--- config.mk ---
export PLATFORM = sky130hd
export DESIGN_NAME = mmu_inst_port
export DESIGN_NICKNAME = d
export VERILOG_FILES = /design/src/rtl/mmu_inst_port_pkg.sv /design/src/rtl/mmu_inst_port_addr_fifo.sv /design/src/rtl/mmu_inst_port.sv
export SDC_FILE = /design/constraint.sdc
export NUM_CORES = 1
export LEC_CHECK = 0
export ABC_CLOCK_PERIOD_IN_PS = 4240
export BUFFER_PORTS_ARGS = -buffer_cell sky130_fd_sc_hd__buf_2
export CORE_AREA = 2 2 177 179
export DETAILED_ROUTE_END_ITERATION = 16
export DIE_AREA = 0 0 179 181
export PLACE_DENSITY = 0.56
export SLEW_MARGIN = 25
export SYNTH_ARGS = -nofsm -noshare
export SYNTH_HDL_FRONTEND = slang
export SYNTH_SLANG_ARGS = --single-unit
--- constraint.sdc ---
create_clock -name CLK -period 4.24 [get_ports CLK]
set_input_delay 0.212 -clock CLK [delete_from_list [all_inputs] [get_ports CLK]]
set_output_delay 0.212 -clock CLK [all_outputs]
set_load 0.05 [all_outputs]
--- src/rtl/mmu_inst_port_pkg.sv ---
// mmu_inst_port_pkg: shared widths and sizing helpers for the instruction fetch port
package mmu_inst_port_pkg;
  localparam int FETCH_DEPTH = 4;
  localparam int INST_W = 32;
  function automatic int cnt_w(input int depth);
    return $clog2(depth + 1);
  endfunction
endpackage

--- src/rtl/mmu_inst_port_addr_fifo.sv ---
// addr_fifo: synchronous FIFO of issued read addresses with occupancy count
module addr_fifo
  import mmu_inst_port_pkg::*;
#(
  parameter int DEPTH = FETCH_DEPTH,
  parameter int AW = 32
) (
  input  logic                    clk,
  input  logic                    rst,
  input  logic                    push_i,
  input  logic [AW-1:0]           push_data_i,
  input  logic                    pop_i,
  output logic [AW-1:0]           head_o,
  output logic                    full_o,
  output logic                    empty_o,
  output logic [cnt_w(DEPTH)-1:0] count_o
);
  localparam int PW = $clog2(DEPTH);
  localparam int CW = cnt_w(DEPTH);
  logic [AW-1:0] mem_q [DEPTH];
  logic [PW-1:0] wr_q, rd_q;
  logic [CW-1:0] cnt_q;
  always_ff @(posedge clk or posedge rst) begin
    if (rst) begin
      wr_q  <= '0;
      rd_q  <= '0;
      cnt_q <= '0;
    end else begin
      if (push_i) wr_q <= wr_q + 1'b1;
      if (pop_i) rd_q <= rd_q + 1'b1;
      cnt_q <= cnt_q + CW'(push_i) - CW'(pop_i);
    end
  end
  always_ff @(posedge clk) begin
    if (push_i) mem_q[wr_q] <= push_data_i;
  end
  assign head_o  = mem_q[rd_q];
  assign count_o = cnt_q;
  assign empty_o = (cnt_q == '0);
  assign full_o  = (cnt_q == CW'(DEPTH));
endmodule

--- src/rtl/mmu_inst_port.sv ---
// mmu_inst_port: in-order instruction fetch port with flush-based discard of stale reads
module mmu_inst_port
  import mmu_inst_port_pkg::*;
#(
  parameter int DEPTH = FETCH_DEPTH,
  parameter int AW = 32
) (
  input  logic              CLK,
  input  logic              RST,
  input  logic              INST_RDEN,
  input  logic [AW-1:0]     INST_RIADDR,
  output logic [AW-1:0]     INST_ROADDR,
  output logic              INST_RVALID,
  output logic [INST_W-1:0] INST_RDATA,
  output logic              MEM_WAIT,
  input  logic              FLUSH,
  output logic              BUS_ARVALID,
  output logic [AW-1:0]     BUS_ARADDR,
  input  logic              BUS_ARREADY,
  input  logic              BUS_RVALID,
  input  logic [INST_W-1:0] BUS_RDATA
);
  localparam int CW = cnt_w(DEPTH);
  logic              ar_valid_q, ar_valid_d;
  logic [AW-1:0]     ar_addr_q, ar_addr_d;
  logic [CW-1:0]     drop_q, drop_d;
  logic              rvalid_q, rvalid_d;
  logic [AW-1:0]     roaddr_q, roaddr_d;
  logic [INST_W-1:0] rdata_q, rdata_d;
  logic [CW-1:0]     count, occ_pop, occ_next;
  logic [AW-1:0]     head;
  logic              push, pop, empty, full, accept, drop_now;
  addr_fifo #(.DEPTH(DEPTH), .AW(AW)) u_fifo (
    .clk(CLK), .rst(RST), .push_i(push), .push_data_i(ar_addr_q), .pop_i(pop),
    .head_o(head), .full_o(full), .empty_o(empty), .count_o(count)
  );
  always_comb begin
    pop        = BUS_RVALID & ~empty;
    push       = ar_valid_q & BUS_ARREADY;
    occ_pop    = count - CW'(pop);
    MEM_WAIT   = FLUSH | (ar_valid_q & ~BUS_ARREADY) | (occ_pop + CW'(ar_valid_q) >= CW'(DEPTH));
    accept     = INST_RDEN & ~MEM_WAIT;
    ar_valid_d = accept | (ar_valid_q & ~BUS_ARREADY);
    ar_addr_d  = accept ? INST_RIADDR : ar_addr_q;
    drop_now   = pop & (drop_q != '0);
    occ_next   = occ_pop + CW'(push);
    // a flush marks everything still in flight, including an unsent AR, as stale
    drop_d     = FLUSH ? occ_next + CW'(ar_valid_d) : drop_q - CW'(drop_now);
    rvalid_d   = pop & ~drop_now & ~FLUSH;
    roaddr_d   = rvalid_d ? head : roaddr_q;
    rdata_d    = rvalid_d ? BUS_RDATA : rdata_q;
  end
  always_ff @(posedge CLK or posedge RST) begin
    if (RST) begin
      ar_valid_q <= 1'b0;
      ar_addr_q  <= '0;
      drop_q     <= '0;
      rvalid_q   <= 1'b0;
      roaddr_q   <= '0;
      rdata_q    <= '0;
    end else begin
      ar_valid_q <= ar_valid_d;
      ar_addr_q  <= ar_addr_d;
      drop_q     <= drop_d;
      rvalid_q   <= rvalid_d;
      roaddr_q   <= roaddr_d;
      rdata_q    <= rdata_d;
    end
  end
  assign BUS_ARVALID = ar_valid_q;
  assign BUS_ARADDR  = ar_addr_q;
  assign INST_RVALID = rvalid_q;
  assign INST_ROADDR = roaddr_q;
  assign INST_RDATA  = rdata_q;
  a_no_orphan_resp: assert property (@(posedge CLK) disable iff (RST) !(BUS_RVALID && empty));
  a_no_overflow: assert property (@(posedge CLK) disable iff (RST) !(push && full && !pop));
endmodule

== Yosys cells after proc, flatten, opt, wreduce, memory -nomap -nowiden ==
Memory sizes are Yosys's and may differ from the RTL's. A register that Yosys moved wholly into a read port is not among the register bits.
Cells that the tools add are included.

* Add/subtract/negate cells: 9
* $mul: 0
* Div/mod/pow operators: 0
* $lt $le $gt $ge: 1
* Eq/ne operators: 0
* Shifts and indexed selects: 0
* Muxes and demuxes: 3
* Bitwise gates (word level): 15
* Reductions and logical operators: 2

{| class="wikitable"
|+ Operator list
! cell !! count
|-
| adder 3 x 1 -> 3 bit || 4
|-
| subtractor 3 x 1 -> 3 bit || 3
|-
| bitwise AND 1 bit || 7
|-
| inverter 1 bit || 5
|-
| adder 2 x 1 -> 2 bit (second input constant) || 2
|-
| >= comparator 3 bit (second input constant) || 1
|-
| logical NOT 3 bit || 1
|-
| two-way mux 3 bit || 1
|-
| OR 1 bit || 3
|-
| nonzero test 3 bit || 1
|-
| two-way mux 1 bit || 2
|}

* Register bits: 76
* Latch bits: 0
* RAM bits: 128
* ROM bits: 0
* Output and inout bits: 99
* Word-level logic and storage cells: 39
* Memories: 1

{| class="wikitable"
|+ Memories
! memory !! words !! bits a word !! rd ports !! clocked after memory_dff !! wr ports !! RTL line !! text
|-
| u_fifo.mem_q || 4 || 32 || 1 || 1 || 1 || mmu_inst_port_addr_fifo.sv:20 || <nowiki>logic [AW-1:0] mem_q [DEPTH];</nowiki>
|}

== Longest topological paths before layout ==
Gate-level depths: netlist (run 1).

* Word-level depth: 12
* Depth in mapped cells: 13
* Gate-level depth less buffers: 13

== Hierarchy ==
Synthesis (run 1) repeated with hierarchy kept, for this count alone.

* Cell total of the unflattened synthesis: 448
* Area total of the unflattened synthesis: 9022.4 um^2

{| class="wikitable"
|+ Modules (own cells, without submodules)
! module !! times used !! cells an instance !! area an instance (um^2) !! seq. area each (um^2)
|-
| addr_fifo || 1 || 203 || 5058.6 || 4018.9
|-
| mmu_inst_port || 1 || 245 || 3963.8 || 2527.4
|}

== Worst setup path before layout (run 1) ==
No wires, ideal clock.

* Path kind: flip-flop to flip-flop
* Start: register u_fifo.cnt_q[1], in the netlist u_fifo.count_o[1]
* End: register drop_q[1]
* Setup time: 0.126 ns
* Data arrival time: 2.564 ns
* Required time: 4.114 ns
* Setup slack: 1.550 ns
* Cell stages (with the launch flop): 14
* Buffers on the path: 0
* Clock period less this slack: 2.690 ns
* Cells stage by stage: dfrtp_1 -> nor2_1 -> or2_4 -> inv_1 -> ha_1 -> xor2_1 -> nand3_1 -> o32ai_2 -> a31oi_1 -> fa_1 -> inv_1 -> ha_1 -> nand2_1 -> o21ai_0

* Word-level cells in the longest chain between the ends: 12

{| class="wikitable"
|+ Ends and longest elaborated chain
! what !! RTL line !! text
|-
| from (decl) || mmu_inst_port_addr_fifo.sv:22 || <nowiki>logic [CW-1:0] cnt_q;</nowiki>
|-
| from (signal assigned) || mmu_inst_port_addr_fifo.sv:31 || <nowiki>cnt_q <= cnt_q + CW'(push_i) - CW'(pop_i);</nowiki>
|-
| logical NOT 3 bit || mmu_inst_port_addr_fifo.sv:39 || <nowiki>assign empty_o = (cnt_q == '0);</nowiki>
|-
| inverter 1 bit || mmu_inst_port.sv:38 || <nowiki>pop = BUS_RVALID & ~empty;</nowiki>
|-
| bitwise AND 1 bit || mmu_inst_port.sv:38 ||
|-
| subtractor 3 x 1 -> 3 bit || mmu_inst_port.sv:40 || <nowiki>occ_pop = count - CW'(pop);</nowiki>
|-
| adder 3 x 1 -> 3 bit || mmu_inst_port.sv:41 || <nowiki>MEM_WAIT = FLUSH | (ar_valid_q & ~BUS_ARREADY) | (occ_pop + CW'(ar_valid_q) >= CW'(DEPTH));</nowiki>
|-
| >= comparator 3 bit || mmu_inst_port.sv:41 ||
|-
| OR 1 bit || mmu_inst_port.sv:41 ||
|-
| inverter 1 bit || mmu_inst_port.sv:42 || <nowiki>accept = INST_RDEN & ~MEM_WAIT;</nowiki>
|-
| bitwise AND 1 bit || mmu_inst_port.sv:42 ||
|-
| OR 1 bit || mmu_inst_port.sv:43 || <nowiki>ar_valid_d = accept | (ar_valid_q & ~BUS_ARREADY);</nowiki>
|-
| adder 3 x 1 -> 3 bit || mmu_inst_port.sv:48 || <nowiki>drop_d = FLUSH ? occ_next + CW'(ar_valid_d) : drop_q - CW'(drop_now);</nowiki>
|-
| two-way mux 3 bit * || mmu_inst_port.sv:48 ||
|-
| net drop_d[1] || mmu_inst_port.sv:26 || <nowiki>logic [CW-1:0] drop_q, drop_d;</nowiki>
|-
| to (signal assigned) || mmu_inst_port.sv:64 || <nowiki>drop_q <= drop_d;</nowiki>
|-
| to (decl) || mmu_inst_port.sv:26 ||
|}

The timed path passes the listed nets; every way through them passes the cells marked *.
A chain may end at the register's enable or synchronous reset.

== Final worst setup path (run 1) ==
* Start: register u_fifo.cnt_q[1], in the netlist u_fifo.count_o[1]
* End: register ar_addr_q[7], in the netlist BUS_ARADDR[7]

* Word-level cells in the longest chain between the ends: 9

{| class="wikitable"
|+ Ends and longest elaborated chain
! what !! RTL line !! text
|-
| logical NOT 3 bit || mmu_inst_port_addr_fifo.sv:39 ||
|-
| inverter 1 bit || mmu_inst_port.sv:38 ||
|-
| bitwise AND 1 bit || mmu_inst_port.sv:38 ||
|-
| subtractor 3 x 1 -> 3 bit * || mmu_inst_port.sv:40 ||
|-
| adder 3 x 1 -> 3 bit * || mmu_inst_port.sv:41 ||
|-
| >= comparator 3 bit * || mmu_inst_port.sv:41 ||
|-
| OR 1 bit * || mmu_inst_port.sv:41 ||
|-
| inverter 1 bit * || mmu_inst_port.sv:42 ||
|-
| bitwise AND 1 bit * || mmu_inst_port.sv:42 ||
|-
| to (signal assigned) || mmu_inst_port.sv:63 || <nowiki>ar_addr_q <= ar_addr_d;</nowiki>
|-
| to (decl) || mmu_inst_port.sv:25 || <nowiki>logic [AW-1:0] ar_addr_q, ar_addr_d;</nowiki>
|}

Every way passes the cells marked *; elsewhere a longest branch is shown, timed or not.

==> reports/results.txt, run 1 <==
status: finished clean
leakage power: 5.14 nW
DR WL/cell: 16.0 um
CP max stage delay: 0.65 ns
Initial DRC Count: 169
Syn Std Cell Area: 9070 um^2
PortBufs: 168
Netlist cell types: 33
power density over cell area: 813 nW/um^2
Worst Hold Class: primary input to register
worst reg-to-reg setup slack: 1.19 ns
post-synthesis sequential area ratio: 72.2%
crit-path cells: nor2_1 -> or2_4 -> inv_1 -> ha_1 -> xor2_1 -> nand3_1 -> o32ai_2 -> nand3_4 -> mux2_4
drt total wl: 18900 um
period utilisation layout: 71.9%
Syn-to-layout area delta: 31.3%
max-cap violation count: 0
starting density of the core: 29.9%
final RePlAce weighted congestion: 0.726
residual DRC count: 0
hold_ws: 0.0239 ns
most common cell after layout, fill and taps aside: buf_2
Post-layout nets: 846
IO Count: 169
Worst-path clk slew: 0.06 ns
slew margin rel.: 34.5%
CP startpoint kind: register
fin area: 11900 um^2
CP max FO: 32
Non-Filler Instances: 1182
maximum clock path buffer count: 3
gr ovfl total: 0
die height: 181 um
Slew @ Worst Pin: 0.983 ns
area of placed instances: 10300 um^2
share of layout cells above drive strength 1: 41.3%
final hold vios: 0
row count: 64
HPWL after DPL: 10800 um
Clock Latency Late Sink: 0.53 ns
Final setup viols: 0
largest net degree at the start of global routing: 69
unrepaired setup endpoints after global routing: no
vias in the first global route: 5316
critical path required time: 4.64 ns
syn_area_per_cell: 17.6 um^2
Setup TNS Final: 0 ns
crit path DAT: 3.45 ns
Final Util: 39.2%
Vias: 5044
post-route ant nets: 0
Yosys Warn Count: 0
vias per inst: 4.27
CTS tree: built
GRT Util Overall: 11.6%
Setup CP Type: register to register
Peak supply drop: 0.000508 V
Syn Inst Count: 516
clk root buf: clkbuf_16
DRT Pass-1 Iters: 4
cts repair resizes: 0
die footprint: 32400 um^2
# diodes: 0
htree depth: 1
cell family with most CP delay: simple AND/OR/NAND/NOR gates
post-CTS setup buffers: 0
max-slew violations: 0
fin crit period: 3.05 ns
commonest cells after routing, fill and taps aside: 168 x buf_2, 128 x edfxtp_1, 106 x dfrtp_1
Die W: 179 um
antenna violations before repair: 0
CP endpoint kind: register
Synth Register Bits: 236
Setup Skew: 0.0111 ns
Clock Sink Count: 236
dpl cells: 1064
FMAX: 328 MHz
crit path max-delay cell type: nand3_4
syn nets: 598
area of the core: 30300 um^2
CP bufs+invs: 1
first-pass GRT wire length: 29300 um
cts bufs inserted: 28
## cells by family after synthesis
logic type | share of synthesized area, %
AND/OR/NAND/NOR | 5.55
buffers and inverters | 1.94
flip-flops | 72.2
AO/OA/AOI/OAI | 0.497
multiplexers | 17.2
XOR/XNOR | 0.773
adder cells (fa/ha/maj) | 1.82
## metrics by stage
step	setup slack, ns	total power [W]
detailed placement	1.17	0.00745
floorplan	1.18	0.00651
finish	1.19	0.00968
global placement	1.22	0.00741
CTS	1.15	0.00984
global route	0.977	0.0102
## what timing repair did
item	4_1_cts	5_1_grt
hold endpoints to repair	134	0
endpoints found under the setup margin	0	0
hold buffers	66	0
## cells in the mapped netlist (all sizes together)
cell | number | share of area, %
or3 | 2 | 0.14
o32ai | 1 | 0.18
dfrtp | 108 | 30
o31ai | 1 | 0.083
nand2 | 102 | 4.2
edfxtp | 128 | 42
o21ai | 2 | 0.11
and2b | 1 | 0.083
mux4 | 32 | 7.9
or2 | 1 | 0.097
inv | 15 | 0.62
nor2 | 5 | 0.21
nor3 | 1 | 0.055
nand3 | 2 | 0.25
xnor2 | 5 | 0.48
mux2 | 64 | 9.2
nand2b | 1 | 0.069
a21oi | 1 | 0.055
and3 | 4 | 0.28
xor2 | 3 | 0.29
a31oi | 1 | 0.069
nor2b | 1 | 0.069
ha | 10 | 1.4
buf | 15 | 1.1
fa | 2 | 0.44
mux2i | 1 | 0.11
clkbuf | 6 | 0.25
or2b | 1 | 0.083
## power by group
group	internal, W	total (W)	switching, W
sequential	0.00322	0.00381	0.000588
combinational	0.00122	0.00358	0.00236
clock	0.00138	0.00229	0.000916
total	0.00582	0.00968	0.00386
## area by class of cell
type	count	area, um^2
Clock buffer	42	845
Clock inverter	10	63.8
Inverter	15	61.3
Sequential cell	236	6550
Fill cell	2788	18400
Multi-Input combinational cell	244	2360
Tap cell	396	495
Timing Repair Buffer	239	1540
## metal layers
metal / track usage, % / vias up / routed length (um) / share of wire [%]
li1: - / 2373 / - / -
met1: 15.5 / 2496 / 8520 / 45
met2: 19.3 / 140 / 8960 / 47
met3: 2.40 / 35 / 953 / 5.1
met4: 2.99 / 0 / 440 / 2.3
met5: 0 / - / 0 / 0
## worst reg2reg max path, stage by stage (launching register included)
cell and delay (ns):
dfrtp_1 0.45, nor2_1 0.10, or2_4 0.26, inv_1 0.08, ha_1 0.16, xor2_1 0.30, nand3_1 0.14, o32ai_2 0.24
nand3_4 0.65, mux2_4 0.55
## flip-flops by register name, indices dropped and copies added, names as in the netlist
register,count
u_fifo.mem_q,128
BUS_ARADDR,32
INST_RDATA,32
INST_ROADDR,32
drop_q,3
u_fifo.count_o,3
u_fifo.rd_q,2
u_fifo.wr_q,2
BUS_ARVALID,1
INST_RVALID,1
## worst paths after layout
path                                             start                    endpoint  cells after the start
max                        u_fifo.count_o[1]$_DFF_PP0_   BUS_ARADDR[7]$_DFFE_PP0P_                      9
min                                          INST_RDEN       BUS_ARVALID$_DFF_PP0_                      3
max reg2reg                u_fifo.count_o[1]$_DFF_PP0_   BUS_ARADDR[7]$_DFFE_PP0P_                      9
min reg2reg                 INST_RDATA[22]$_DFFE_PP0P_  INST_RDATA[22]$_DFFE_PP0P_                      2
max in group asynchronous                          RST  INST_ROADDR[1]$_DFFE_PP0P_                      4
min in group asynchronous                          RST  INST_RDATA[10]$_DFFE_PP0P_                      3
No activity file was read; power rests on OpenSTA's default activity.
==> run 2: changes to the inputs <==
--- a/config.mk
+++ b/config.mk
@@ -5,11 +5,12 @@
 export SDC_FILE = /design/constraint.sdc
 export NUM_CORES = 1
 export LEC_CHECK = 0
-export ABC_CLOCK_PERIOD_IN_PS = 4240
+export ABC_AREA = 1
+export ABC_CLOCK_PERIOD_IN_PS = 3070
 export BUFFER_PORTS_ARGS = -buffer_cell sky130_fd_sc_hd__buf_2
-export CORE_AREA = 2 2 177 179
+export CORE_AREA = 2 2 179 181
 export DETAILED_ROUTE_END_ITERATION = 16
-export DIE_AREA = 0 0 179 181
+export DIE_AREA = 0 0 181 183
 export PLACE_DENSITY = 0.56
 export SLEW_MARGIN = 25
 export SYNTH_ARGS = -nofsm -noshare
==> constraint.sdc (replaced) <==
create_clock -name CLK -period 3.07 [get_ports CLK]
set_input_delay 0.1535 -clock CLK [delete_from_list [all_inputs] [get_ports CLK]]
set_output_delay 0.1535 -clock CLK [all_outputs]
set_load 0.05 [all_outputs]
==> reports/results.txt, run 2 <==
status: finished clean
crit path DAT: 2.67 ns (-0.78 ns)
leakage power: 5.12 nW (-0.25%)
Netlist cell types: 29 (-12%)
Synth top area share: 41.7% (-0.72 points)
row count: 65 (+1.6%)
commonest cells after routing, fill and taps aside: 168 x buf_2, 162 x nor2_1, 128 x edfxtp_1
Worst Hold Class: primary input to register
Top reg by flops: u_fifo.mem_q
post-route ant nets: 0 (unchanged)
Die W: 181 um (+1.1%)
Final WS setup: 0.248 ns (-0.943 ns)
drt total wl: 23500 um (+24%)
post-synthesis sequential area ratio: 70.9% (-1.2 points)
die footprint: 33100 um^2 (+2.2%)
clk root buf: clkbuf_16
Peak supply drop: 0.000459 V (-9.7%)
vias per inst: 4.49 (+5.3%)
PortBufs: 168 (unchanged)
Syn Std Cell Area: 9230 um^2 (+1.7%)
Post-Synth XOR/XNOR Area: 0.841% (+0.068 points)
Syn-to-layout area delta: 31.7%
residual DRC count: 0 (unchanged)
final RePlAce weighted congestion: 0.711 (-2.0%)
Clock Latency Late Sink: 0.52 ns (about the same)
Final setup viols: 0 (unchanged)
Vias: 6329 (+25%)
htree depth: 1 (unchanged)
cts bufs inserted: 27 (-3.6%)
asr flop ratio synth: 45.8% (unchanged)
overall power: 0.0137 W (+42%)
number of synthesized flops with an enable pin: 128 (unchanged)
unrepaired setup endpoints after global routing: no
Place WS: 0.475 ns (-0.696 ns)
Setup Skew: 0.00907 ns (-0.00201 ns)
fin crit period: 2.82 ns
CP max stage delay: 0.48 ns (-0.17 ns)
period utilisation layout: 91.9%
adder-cell share of the synthesized area: 1.79% (-0.031 points)
CP startpoint kind: register
GRT Util Overall: 13.7% (+2.1 points)
CP max FO: 33 (+3.1%)
Setup TNS Final: 0 ns (unchanged)
starting density of the core: 29.5% (-0.34 points)
antenna violations before repair: 1 (+1)
max reg flops: 128 (unchanged)
maximum clock path buffer count: 3 (unchanged)
crit path max-delay cell type: dfrtp_1
first-pass GRT wire length: 35700 um (+22%)
area of the core: 31200 um^2 (+2.9%)
largest family of logic cells by synthesized area: simple AND/OR/NAND/NOR gates
FMAX: 354 MHz
Post-layout nets: 1069 (+26%)
CTS tree: built
DRT Pass-1 Iters: 4 (unchanged)
fin area: 12200 um^2 (+2.0%)
multiplexer share of the synthesized area: 4.01% (-13 points)
largest net degree at the start of global routing: 65 (-5.8%)
CP endpoint kind: primary output
critical path required time: 2.92 ns (-1.72 ns)
final hold vios: 0 (unchanged)
syn nets: 824 (+38%)
Synth Register Bits: 236 (unchanged)
Slew @ Worst Pin: 0.840 ns (-0.142 ns)
area leader, netlist: edfxtp_1
IO Count: 169 (unchanged)
HPWL after DPL: 13800 um (+27%)
top cells by count, synth: 166 x nor2_1, 128 x edfxtp_1, 108 x dfrtp_1
power density over cell area: 1130 nW/um^2 (+39%)
Setup CP Type: register to primary output
crit-path cells: inv_2 -> nand2_1 -> nand3_2 -> inv_1 -> ha_1 -> xor2_4 -> inv_2 -> nand3_2 -> buf_6 -> nand2_1 -> buf_2
Area contributors post-synth: edfxtp_1 42%, dfrtp_1 29%, nor2_1 6.8%, mux2_1 3.9%, o21ai_0 3.6%
Most used DFF post-synth: edfxtp_1
CP bufs+invs: 5 (+4)
Initial DRC Count: 295 (+75%)
vias in the first global route: 6354 (+20%)
max-slew violations: 0 (unchanged)
Synth Area in Simple Gates: 12.8% (+7.2 points)
DR WL/cell: 16.6 um (+4.3%)
gr ovfl total: 0 (unchanged)
max-cap violation count: 0 (unchanged)
Clock Sink Count: 236 (unchanged)
share of layout cells above drive strength 1: 25.0% (-16 points)
Yosys Warn Count: 0 (unchanged)
most common cell after layout, fill and taps aside: buf_2
slew margin rel.: 44.0% (+9.5 points)
Syn Inst Count: 742 (+44%)
cell family with most CP delay: buffers and inverters
worst reg-to-reg setup slack: 0.35 ns (-0.84 ns)
Synth Area in Compound Gates: 6.07% (+5.6 points)
most frequent cell after synthesis: nor2_1
syn_area_per_cell: 12.4 um^2 (-29%)
Worst-path clk slew: 0.06 ns (about the same)
die height: 183 um (+1.1%)
area of placed instances: 10600 um^2 (+2.5%)
[run 2: worst min-delay path: stages]
cell and delay (ns):
buf_2 0.12, o21ai_2 0.15, xor2_1 0.09
[run 2: area by class of cell]
cell class,instances,area (um^2)
Antenna cell,1,2.50
Clock buffer,35,746
Clock inverter,13,88.8
Fill cell,3045,19100
Inverter,26,100
Multi-Input combinational cell,437,2410
Sequential cell,236,6550
Tap cell,402,503
Timing Repair Buffer,259,1760
[run 2: per-layer routing]
metal | global-route usage (%) | up-vias | share of wire (%)
met5 | 0 | - | 0
met2 | 25.4 | 162 | 51
li1 | - | 3060 | -
met3 | 2.44 | 37 | 5.3
met4 | 3.93 | 0 | 2.3
met1 | 16.3 | 3070 | 41
[run 2: worst paths after layout]
check / from / to / depth (start not counted)
setup / recovery: u_fifo.count_o[2]$_DFF_PP0_ / MEM_WAIT / 11
hold / removal: BUS_RVALID / u_fifo.rd_q[0]$_DFFE_PP0P_ / 3
setup reg to reg: u_fifo.count_o[2]$_DFF_PP0_ / drop_q[2]$_DFF_PP0_ / 17
hold reg to reg: INST_RDATA[16]$_DFFE_PP0P_ / INST_RDATA[16]$_DFFE_PP0P_ / 1
max in group asynchronous: RST / INST_ROADDR[8]$_DFFE_PP0P_ / 4
min in group asynchronous: RST / INST_RDATA[24]$_DFFE_PP0P_ / 3
[run 2: cell families (layout without fill, tap and decap cells)]
| kind of cell | count (synthesis) | count (layout) |
|---|---|---|
| flops | 236 | 236 |
| mux | 33 | 33 |
| other cells | 0 | 1 |
| simple gates | 282 | 282 |
| compound gates | 101 | 102 |
| xor+xnor | 8 | 8 |
| buf+inv | 70 | 333 |
| fa+ha+maj | 12 | 12 |
[run 2: repair_timing]
item | CTS | global route
setup endpoints to repair | 0 | 1
endpoints found under the hold margin | 99 | 0
setup buffers | 0 | 2
hold buffers | 68 | 0
resized for setup | 0 | 2
[run 2: metrics by stage]
stage | cells | hold slack [ns] | utilization, %
floorplan | 742 | 0.251 | -
global placement | 1289 | 0.204 | 33.9
detailed placement | 1289 | 0.207 | 33.9
CTS | 1405 | 0.0261 | 38.8
global route | 1409 | 0.0242 | 38.9
finish | 1409 | 0.0381 | 38.9
[run 2: report_power, final]
| group | internal, W | total [W] | switching [W] |
|---|---|---|---|
| clock network | 0.00178 | 0.00303 | 0.00124 |
| logic | 0.00143 | 0.00565 | 0.00421 |
| registers | 0.00442 | 0.00503 | 0.000607 |
| total | 0.00764 | 0.0137 | 0.00606 |
==> run 3: changes to the inputs <==
--- a/config.mk
+++ b/config.mk
@@ -7,10 +7,11 @@
 export LEC_CHECK = 0
 export ABC_AREA = 1
 export ABC_CLOCK_PERIOD_IN_PS = 3070
-export BUFFER_PORTS_ARGS = -buffer_cell sky130_fd_sc_hd__buf_2
+export BUFFER_PORTS_ARGS = -buffer_cell sky130_fd_sc_hd__buf_4
 export CORE_AREA = 2 2 179 181
 export DETAILED_ROUTE_END_ITERATION = 16
 export DIE_AREA = 0 0 181 183
+export HOLD_SLACK_MARGIN = 0.05
 export PLACE_DENSITY = 0.56
 export SLEW_MARGIN = 25
 export SYNTH_ARGS = -nofsm -noshare
==> reports/results.txt, run 3 (synthesized netlist as in run 2, its figures left out) <==
register area: 6550 um^2 (unchanged)
Non-Filler Instances: 1401 (-0.57%)
# diodes: 0 (-1)
Peak supply drop: 0.000529 V (+15%)
die height: 183 um (unchanged)
fin crit period: 2.81 ns (-0.0166 ns)
unrepaired setup endpoints after global routing: no
most common cell after layout, fill and taps aside: buf_4
Place WS: 0.443 ns (-0.0321 ns)
dpl cells: 1285 (-0.31%)
status: finished clean
Final setup viols: 0 (unchanged)
final hold vios: 0 (unchanged)
CP max FO: 33 (unchanged)
Vias: 6169 (-2.5%)
maximum clock path buffer count: 3 (unchanged)
row count: 65 (unchanged)
crit path DAT: 2.65 ns (-0.02 ns)
Top reg by flops: u_fifo.mem_q
crit path max-delay cell type: dfrtp_1
DR WL/cell: 15.8 um (-5.4%)
drt total wl: 22100 um (-5.9%)
HPWL after DPL: 13400 um (-2.7%)
PortBufs: 168 (unchanged)
max-slew violations: 0 (unchanged)
Clock Latency Late Sink: 0.52 ns (about the same)
IO Count: 169 (unchanged)
gr ovfl total: 0 (unchanged)
final RePlAce weighted congestion: 0.739 (+3.9%)
Worst-path clk slew: 0.06 ns (about the same)
residual DRC count: 0 (unchanged)
max reg flops: 128 (unchanged)
antenna violations before repair: 0 (-1)
cts repair resizes: 0 (unchanged)
CP endpoint kind: primary output
vias per inst: 4.40 (-2.0%)
period utilisation layout: 91.4% (-0.54 points)
CP bufs+invs: 5 (unchanged)
cell family with most CP delay: buffers and inverters
leakage power: 5.19 nW (+1.3%)
Clock Sink Count: 236 (unchanged)
starting density of the core: 29.5% (unchanged)
Slew @ Worst Pin: 0.836 ns (-0.00456 ns)
Die W: 181 um (unchanged)
FMAX: 356 MHz (+0.59%)
largest net degree at the start of global routing: 98 (+51%)
share of layout cells above drive strength 1: 23.9% (-1.0 points)
area of the core: 31200 um^2 (unchanged)
number of fill cells in the layout: 2979 (-2.2%)
GRT Util Overall: 13.3% (-0.40 points)
Post-layout nets: 1061 (-0.75%)
commonest cells after routing, fill and taps aside: 183 x buf_4, 162 x nor2_1, 128 x edfxtp_1
critical path required time: 2.92 ns (about the same)
Setup CP Type: register to primary output
Setup TNS Final: 0 ns (unchanged)
Multi-input gate area: 2390 um^2 (-0.83%)
die footprint: 33100 um^2 (unchanged)
slew margin rel.: 44.3% (+0.30 points)
cts bufs inserted: 26 (-3.7%)
DRT Pass-1 Iters: 5 (+1)
post-route ant nets: 0 (unchanged)
Syn-to-layout area delta: 35.0%
vias in the first global route: 6324 (-0.47%)
Initial DRC Count: 246 (-17%)
max-cap violation count: 0 (unchanged)
power density over cell area: 1120 nW/um^2 (-0.79%)
CP startpoint kind: register
CP max stage delay: 0.43 ns (-0.05 ns)
first-pass GRT wire length: 34800 um (-2.6%)
Worst Hold Class: primary input to register
Final WS setup: 0.264 ns (+0.0166 ns)
CTS tree: built
clk root buf: clkbuf_16
htree depth: 1 (unchanged)
Setup Skew: 0.0172 ns (+0.00817 ns)
crit-path cells: inv_2 -> nand2_1 -> nand3_2 -> inv_1 -> ha_1 -> xor2_2 -> inv_2 -> nand3_2 -> buf_4 -> nand2_1 -> buf_4
run 3: changes by cell type in the layout (fill, tap and decap cells not counted), sizes merged:
cell / previous run / this run
buf: 191 / 185
diode: 1 / 0
a21oi: 2 / 1
inv: 27 / 25
bufinv: 1 / 2
clkbuf: 35 / 34
clkinv: 11 / 13
run 3: path summary, 6_finish.rpt:
check	start	end	slack [ns]	depth (start not counted)
max	u_fifo.count_o[2]$_DFF_PP0_	MEM_WAIT	0.26	11
min	INST_RDEN	BUS_ARADDR[31]$_DFFE_PP0P_	0.12	3
max reg2reg	u_fifo.count_o[2]$_DFF_PP0_	drop_q[2]$_DFF_PP0_	0.44	17
min reg2reg	INST_RDATA[18]$_DFFE_PP0P_	INST_RDATA[18]$_DFFE_PP0P_	0.48	1
max in group asynchronous	RST	INST_ROADDR[25]$_DFFE_PP0P_	1.85	5
min in group asynchronous	RST	INST_RDATA[30]$_DFFE_PP0P_	0.34	3
run 3: timing repair:
item | CTS | global route
setup endpoints to repair | 0 | 0
endpoints found under the hold margin | 125 | 0
setup buffers | 0 | 0
hold buffers | 68 | 0
run 3: routing by layer:
| layer | routed length, um | GRT usage, % | part of all wire [%] | up-vias |
|---|---|---|---|---|
| met5 | 0 | 0 | 0 | - |
| met4 | 639 | 4.26 | 2.9 | 0 |
| met3 | 913 | 2.38 | 4.1 | 41 |
| met2 | 11400 | 25.0 | 52 | 132 |
| met1 | 9090 | 15.4 | 41 | 2953 |
| li1 | - | - | - | 3043 |
run 3: tightest hold or removal path: stages:
cell	delay [ns]
buf_4	0.25
nand4_1	0.14
nand2_1	0.04
run 3: layout make-up:
type	count	area share (%)
Sequential cell	236	52.6
Multi-Input combinational cell	436	19.2
Timing Repair Buffer	253	16.8
Clock buffer	34	5.64
Tap cell	402	4.04
Clock inverter	14	0.964
Inverter	26	0.814
run 3: through the flow:
| stage | util (%) | total power (W) | cell area (um^2) | hold WS, ns |
|---|---|---|---|---|
| finish | 39.9 | 0.0139 | 12500 | 0.122 |
| global route | 39.9 | 0.0147 | 12500 | 0.118 |
| CTS | 39.9 | 0.0141 | 12500 | 0.0989 |
| detailed placement | 35.1 | 0.0110 | 11000 | 0.361 |
| global placement | 35.1 | 0.0110 | 11000 | 0.356 |
| floorplan | - | 0.00909 | 9230 | 0.251 |
run 3: power breakdown:
group          internal, W  switching [W]
registers          0.00443       0.000640
clock network      0.00177        0.00121
logic              0.00175        0.00413
total              0.00795        0.00598
